--- config.mk ---
export PLATFORM = sky130hd
export DESIGN_NAME = dsp_post_adder
export DESIGN_NICKNAME = d
export VERILOG_FILES = /design/src/rtl/dsp_post_adder.sv
export SDC_FILE = /design/constraint.sdc
export NUM_CORES = 1
export LEC_CHECK = 0
export CORE_MARGIN = 3
export CORE_UTILIZATION = 50
export DETAILED_ROUTE_END_ITERATION = 8
export GPL_TIMING_DRIVEN = 0
export PLACE_DENSITY = 0.88
export SYNTH_ARGS = -nofsm -noshare
export SYNTH_HDL_FRONTEND = slang
export SYNTH_SLANG_ARGS = --single-unit
--- constraint.sdc ---
create_clock -name CLK -period 7 [get_ports CLK]
set_input_delay 1.4 -clock CLK [delete_from_list [all_inputs] [get_ports CLK]]
set_output_delay 1.4 -clock CLK [all_outputs]
set_load 0.005 [all_outputs]
--- src/rtl/dsp_post_adder.sv ---
// dsp_post_adder -- post-adder/subtractor stage of the DSP slice.
//
// Computes P = Y +/- (X + cin) at 49 bits. Bit 48 is the carry on an add and
// the borrow on a subtract. Each of the opmode, carry-in, P and carry-out
// paths can be registered or combinational.
//
// Parameters:
//   OPMODEREG   - 1: OPMODE[7]/OPMODE[5] pass through OPMODE_R (CE = CEOPMODE)
//   CARRYINREG  - 1: selected carry-in passes through CIN_R (CE = CECARRYIN)
//   PREG        - 1: P registered (CE = CEP)
//   CARRYOUTREG - 1: carry-out registered (CE = CEP)
//   CARRYINSEL  - "CARRYIN" selects the CARRYIN port; any other value selects OPMODE[5]
//
// Ports:
//   CLK, RST_N            - rising-edge clock, async active-low reset
//   CEOPMODE, CECARRYIN   - register clock enables
//   CEP                   - clock enable for the P and carry-out registers
//   OPMODE[7:0]           - bit 7 = subtract, bit 5 = carry-in value
//   CARRYIN               - external carry-in
//   X_MUX_OUT, Y_MUX_OUT  - 48-bit operands
//   P, PCOUT              - result and its cascade copy
//   CARRYOUT, CARRYOUTF   - carry/borrow out of bit 47 and its fabric copy
//   OVERFLOW              - signed overflow, only when POSTADD_OVERFLOW_EN is defined
//
// Optional feature macro: POSTADD_OVERFLOW_EN
module dsp_post_adder #(
  parameter int    OPMODEREG   = 1,
  parameter int    CARRYINREG  = 1,
  parameter int    PREG        = 1,
  parameter int    CARRYOUTREG = 1,
  parameter string CARRYINSEL  = "OPMODE5"
) (
  input  logic        CLK,
  input  logic        RST_N,
  input  logic        CEOPMODE,
  input  logic        CECARRYIN,
  input  logic        CEP,
  input  logic [7:0]  OPMODE,
  input  logic        CARRYIN,
  input  logic [47:0] X_MUX_OUT,
  input  logic [47:0] Y_MUX_OUT,
  output logic [47:0] P,
  output logic [47:0] PCOUT,
  output logic        CARRYOUT,
  output logic        CARRYOUTF
`ifdef POSTADD_OVERFLOW_EN
  ,
  output logic        OVERFLOW
`endif
);

  localparam bit USE_CARRYIN = (CARRYINSEL == "CARRYIN");

  // opmode_q = {subtract, carry-in value}
  logic [1:0]  opmode_q, opmode_d;
  logic        cin_q, cin_d;
  logic [47:0] p_q, p_d;
  logic        co_q, co_d;

  logic        sub_eff, op5_eff, cin_sel, cin_eff;
  logic [48:0] addend, sum;

  // Only bits 7 and 5 of OPMODE matter to this stage.
  logic        unused_opmode;
  assign unused_opmode = ^{OPMODE[6], OPMODE[4:0]};

`ifdef POSTADD_OVERFLOW_EN
  logic ov_q, ov_d;
  logic ov_next;
`endif

  always_comb begin
    sub_eff = (OPMODEREG != 0) ? opmode_q[1] : OPMODE[7];
    op5_eff = (OPMODEREG != 0) ? opmode_q[0] : OPMODE[5];
    cin_sel = USE_CARRYIN ? CARRYIN : op5_eff;
    cin_eff = (CARRYINREG != 0) ? cin_q : cin_sel;

    // X + cin is formed first so that subtract borrows across the whole
    // 49-bit addend, X = all-ones with cin = 1 included.
    addend = {1'b0, X_MUX_OUT} + {48'd0, cin_eff};
    sum    = sub_eff ? ({1'b0, Y_MUX_OUT} - addend)
                     : ({1'b0, Y_MUX_OUT} + addend);

    opmode_d = CEOPMODE  ? {OPMODE[7], OPMODE[5]} : opmode_q;
    cin_d    = CECARRYIN ? cin_sel                : cin_q;
    p_d      = CEP       ? sum[47:0]              : p_q;
    co_d     = CEP       ? sum[48]                : co_q;

`ifdef POSTADD_OVERFLOW_EN
    // Sign test uses the raw operands; carry-in only reaches P.
    if (sub_eff)
      ov_next = (Y_MUX_OUT[47] != X_MUX_OUT[47]) && (sum[47] != Y_MUX_OUT[47]);
    else
      ov_next = (Y_MUX_OUT[47] == X_MUX_OUT[47]) && (sum[47] != Y_MUX_OUT[47]);
    ov_d = CEP ? ov_next : ov_q;
`endif
  end

  always_ff @(posedge CLK or negedge RST_N) begin
    if (!RST_N) begin
      opmode_q <= '0;
      cin_q    <= 1'b0;
      p_q      <= '0;
      co_q     <= 1'b0;
`ifdef POSTADD_OVERFLOW_EN
      ov_q     <= 1'b0;
`endif
    end else begin
      opmode_q <= opmode_d;
      cin_q    <= cin_d;
      p_q      <= p_d;
      co_q     <= co_d;
`ifdef POSTADD_OVERFLOW_EN
      ov_q     <= ov_d;
`endif
    end
  end

  always_comb begin
    P         = (PREG != 0) ? p_q : sum[47:0];
    PCOUT     = P;
    CARRYOUT  = (CARRYOUTREG != 0) ? co_q : sum[48];
    CARRYOUTF = CARRYOUT;
`ifdef POSTADD_OVERFLOW_EN
    OVERFLOW  = (PREG != 0) ? ov_q : ov_next;
`endif
  end

endmodule

After elaboration in Yosys (flattened, before gate mapping). Index checks and enable logic that the tools add are counted.

Multiplexer cells: 1. Add/subtract/negate cells: 3.

Operator list (count): 48-bit by 1-bit adder with 49-bit output (1); 48-bit by 49-bit adder with 49-bit output (1); 49-bit 2-to-1 mux (1); 48-bit by 49-bit subtractor with 49-bit output (1).

Logic and storage cells: 8. Bits of input ports: 110. Register bits after elaboration: 52. Output and inout bits: 98.

Longest topological paths before layout.
Depth in word-level cells: 3. Mapped depth: 25. Gate-level depth less buffers: 24.

Worst setup path before layout. Ideal clock, no wire load.

Path type: input -> register. From: in X_MUX_OUT[0]. To: reg p_q[31], in the netlist P[31]. Path buffers: 2. Stages on the path: 23. Data arrival time: 6.208 ns. Library setup time: 0.125 ns. Data required time: 6.875 ns. Slack: 0.668 ns. Path through: ha_1 > ha_1 > buf_2 > nand4_1 > nor3_1 > and3_1 > xnor2_1 > nand2_1 > nor4b_1 > a21oi_1 > xor2_1 > ha_1 > clkbuf_1 > a21oi_1 > inv_1 > a211oi_1 > o21bai_1 > a221o_1 > or2_2 > a21o_1 > a21oi_1 > xnor2_1 > mux2_2.

Word-level cells in the longest chain between the ends: 3. Elaborated cells between the ends (all ways): 4. Classes of those cells: 3 x add/sub; 1 x mux.

RTL lines: start, declared (RTL line 40) `input logic [47:0] X_MUX_OUT,`; 48-bit by 1-bit adder with 49-bit output * (RTL line 80) `addend = {1'b0, X_MUX_OUT} + {48'd0, cin_eff};`; 48-bit by 49-bit adder with 49-bit output / 48-bit by 49-bit subtractor with 49-bit output (equally long branches) (RTL line 82, 81); 49-bit 2-to-1 mux * (RTL line 81) `sum = sub_eff ? ({1'b0, Y_MUX_OUT} - addend)`; end signal, assigned (RTL line 111) `p_q <= p_d;`; end, declared (RTL line 57) `logic [47:0] p_q, p_d;`.

Every way passes the cells marked *; elsewhere a longest branch is shown, timed or not. A chain may end at the register's enable or synchronous reset.

Final worst setup path.
From: in X_MUX_OUT[10]. To: reg p_q[46], in the netlist P[46].

The elaborated chain is that of the path after synthesis.

==> results_dict.tcl <==
set metrics [dict create \
    grt_antenna_before_repair 0 \
    critPathKind "in -> reg" \
    grt.overflow.total 0 \
    critPathRequiredTime_ns 7.18 \
    p_leak_nw 4.16 \
    synth_nets 1081 \
    crit_fanout 10 \
    grt_pass1_vias 7220 \
    wl_per_cell_um 17.6 \
    numCtsBuffers 5 \
    placed_area_um2 9400 \
    synth_cell_types 65 \
    total_power_mw 2.46 \
    nets 1292 \
    hp-class "reg -> reg" \
    cp.buffers_inverters 4 \
    cts_tree "done" \
    relSlewSlack_pct 37.8 \
    syn-instance-count 918 \
    status "finished, final reports clean" \
    ctsHoldBuffers 0 \
    grt_max_degree 29 \
    async_reset_ff_share_pct 100 \
    syn_area_um2 7280 \
    final.period_utilization_pct 98.2 \
    finalInstanceArea_um2 9950 \
    drt-initial-drc-count 658 \
    period_minus_slack_ns 6.87 \
    synth_ff_type "dfrtp_1" \
    clockBufferDepth 2 \
    ant_nets 0 \
    vdd_drop_max_mv 0.148 \
    cts_root_buf "clkbuf_16" \
    layout_common_cells "clkdlybuf4s50_1, xnor2_1, a21oi_1, nand2_1, buf_4" \
    worst_pin_slew_ns 0.922 \
    ioPinCount 208 \
    netlist_top_cells_area "dfrtp_1, xnor2_1, ha_1" \
    cts-htree-levels 2 \
    rows 43 \
    cp_slowest_cell "clkdlybuf4s50_1" \
    setup_viol 0 \
    rrSetupSlack_ns 1.30 \
    syn_avg_cell_area_um2 7.93 \
    placement.io_buffers 188 \
    slowest_delay_ns 0.60 \
    vias 7770 \
    layout_commonest_cell "clkdlybuf4s50_1" \
    firstDrtPassIters 5 \
    die-height_um 127 \
    fmax_mhz 146 \
    rsz0062_at_grt "yes" \
    synth_top_area_cell "dfrtp_1" \
    drive_gt1_share_pct 15.8 \
    grt_use_total_pct 26.7 \
    ys_ff_latch 52 \
    cp_top_family "simple AND/OR/NAND/NOR gates" \
    dpl.hpwl_mm 18.0 \
    cts.clk_slew.worst_paths_ns 0.07 \
    start_util_pct 51.9 \
    wirelength_mm 23.1 \
    synth-edff-count 0 \
    vias_per_cell 5.93 \
    grt_pass1_wl_mm 35.5 \
    critPathLaunchType "input port" \
    die_w_um 127 \
    fin_worst_skew_ns 0.00396 \
    critPathMostFrequentCell "o21ai_0" \
    die_area_um2 16000 \
    cap_violations 0 \
    place_congestion 0.956 \
    slew_violations 0 \
    coreArea_um2 14000 \
    syn_to_final_growth_pct 36.7 \
    cts_sinks 52 \
    clkLatencyLatePin_ns 0.31 \
    synth.yosys.seq_area_share_pct 17.9 \
    n_fill_cell 1095 \
    power.density_nw_per_um2 247 \
    synth_top_cell_area_share_pct 17.9 \
    path_cells "clkdlybuf4s50_1 -> nand3_1 -> or2_2 -> clkbuf_1 -> clkbuf_2 -> nor4_2 -> a21oi_1 -> nor4b_4 -> buf_4 -> nor2_1 -> xor2_1 -> ha_1 -> and4_1 -> nand3_1 -> nor3_2 -> nor2_1 -> o21ai_0 -> a311oi_1 -> o21ai_0 -> o21ai_0 -> nand4b_1 -> o211ai_1" \
    end_kind "flip-flop" \
    final_hold_viol_count 0 \
    crit_arrival_ns 7.05 \
    route.detailed.drc 0 \
    ys_warn_count 0 \
]
==> metal layers <==
metal / vias to the layer above / track usage (%) / routed length [um]
met3: 50 / 3.87 / 2020
met5: - / 0 / 0
li1: 3695 / - / -
met2: 372 / 44.8 / 11000
met1: 3653 / 35.4 / 9460
met4: 0 / 8.64 / 654
==> cells in the mapped netlist (5+ instances only) <==
| master | number |
|---|---|
| clkbuf_1 | 22 |
| o211ai_1 | 5 |
| xor2_1 | 59 |
| a31oi_1 | 17 |
| o21bai_1 | 9 |
| nand4_1 | 22 |
| a21o_1 | 31 |
| nor3_1 | 25 |
| buf_1 | 6 |
| mux2_2 | 43 |
| nand3_1 | 31 |
| nor2_1 | 63 |
| nand2_1 | 65 |
| a211oi_1 | 7 |
| a21oi_1 | 87 |
| mux2i_1 | 5 |
| nor2b_1 | 6 |
| dfrtp_1 | 52 |
| buf_2 | 9 |
| inv_1 | 23 |
| xnor2_1 | 81 |
| buf_4 | 49 |
| nor4_1 | 13 |
| ha_1 | 52 |
| and4_1 | 9 |
| and3_1 | 16 |
| o21ai_0 | 34 |
| and2_1 | 12 |
| nand2b_1 | 5 |
==> report_power, final <==
group / internal, mW / total [mW] / switching, mW
sequential: 0.431 / 0.533 / 0.102
clock: 0.207 / 0.334 / 0.128
combinational: 0.972 / 1.59 / 0.617
==> repair_timing <==
action,4_1_cts,5_1_grt
setup endpoints to repair,22,18
resized for setup,11,44
setup buffers,3,12
pin swaps,1,6
==> cells by family (layout without fill, tap and decap cells) <==
group,after synthesis,count (layout),synth area share (%)
AO/OA/AOI/OAI,228,228,19.8
XOR/XNOR,141,141,17.2
adder cells (fa/ha/maj),53,53,9.21
buffers and inverters,109,321,8.30
flip-flops,52,52,17.9
multiplexers,49,49,7.54
other,0,1,0
AND/OR/NAND/NOR,286,286,20.1
==> sequential cells by signal, indices dropped and copies added, names as in the netlist <==
name and cells:
cin_eff 1, CARRYOUT 1, P 48, opmode_q 2
==> through the flow <==
step | setup TNS [ns] | hold WS, ns | utilization [%] | cells | setup WS, ns
floorplan | 0 | 0.475 | - | 918 | 0.668
global placement | -21.10 | 0.492 | 66.9 | 1286 | -1.38
detailed placement | -20.27 | 0.497 | 67.0 | 1287 | -1.36
CTS | 0 | 0.515 | 69.0 | 1298 | 0.0228
global route | -0.190 | 0.538 | 70.9 | 1310 | -0.0674
finish | 0 | 0.509 | 70.9 | 1311 | 0.128
==> final timing paths <==
| check | start | to | cells after the start |
|---|---|---|---|
| setup / recovery | X_MUX_OUT[10] | P[46] | 22 |
| hold / removal | opmode_q[0] | opmode_q[0] | 1 |
| setup reg to reg | cin_eff | P[46] | 23 |
| hold reg to reg | opmode_q[0] | opmode_q[0] | 1 |
| max in group asynchronous | RST_N | P[28] | 2 |
| min in group asynchronous | RST_N | P[1] | 1 |
==> final cells by class <==
| class | count | area [um2] | area share, % |
|---|---|---|---|
| Multi-Input combinational cell | 757 | 5610 | 56.4 |
| Timing Repair Buffer | 204 | 2010 | 20.2 |
| Sequential cell | 52 | 1300 | 13.1 |
| Buffer | 86 | 522 | 5.24 |
| Tap cell | 180 | 225 | 2.26 |
| Clock buffer | 5 | 125 | 1.26 |
| Inverter | 23 | 86.3 | 0.867 |
| Clock inverter | 3 | 68.8 | 0.691 |
| Antenna cell | 1 | 2.50 | 0.0251 |
No activity file was read; power rests on OpenSTA's default activity.
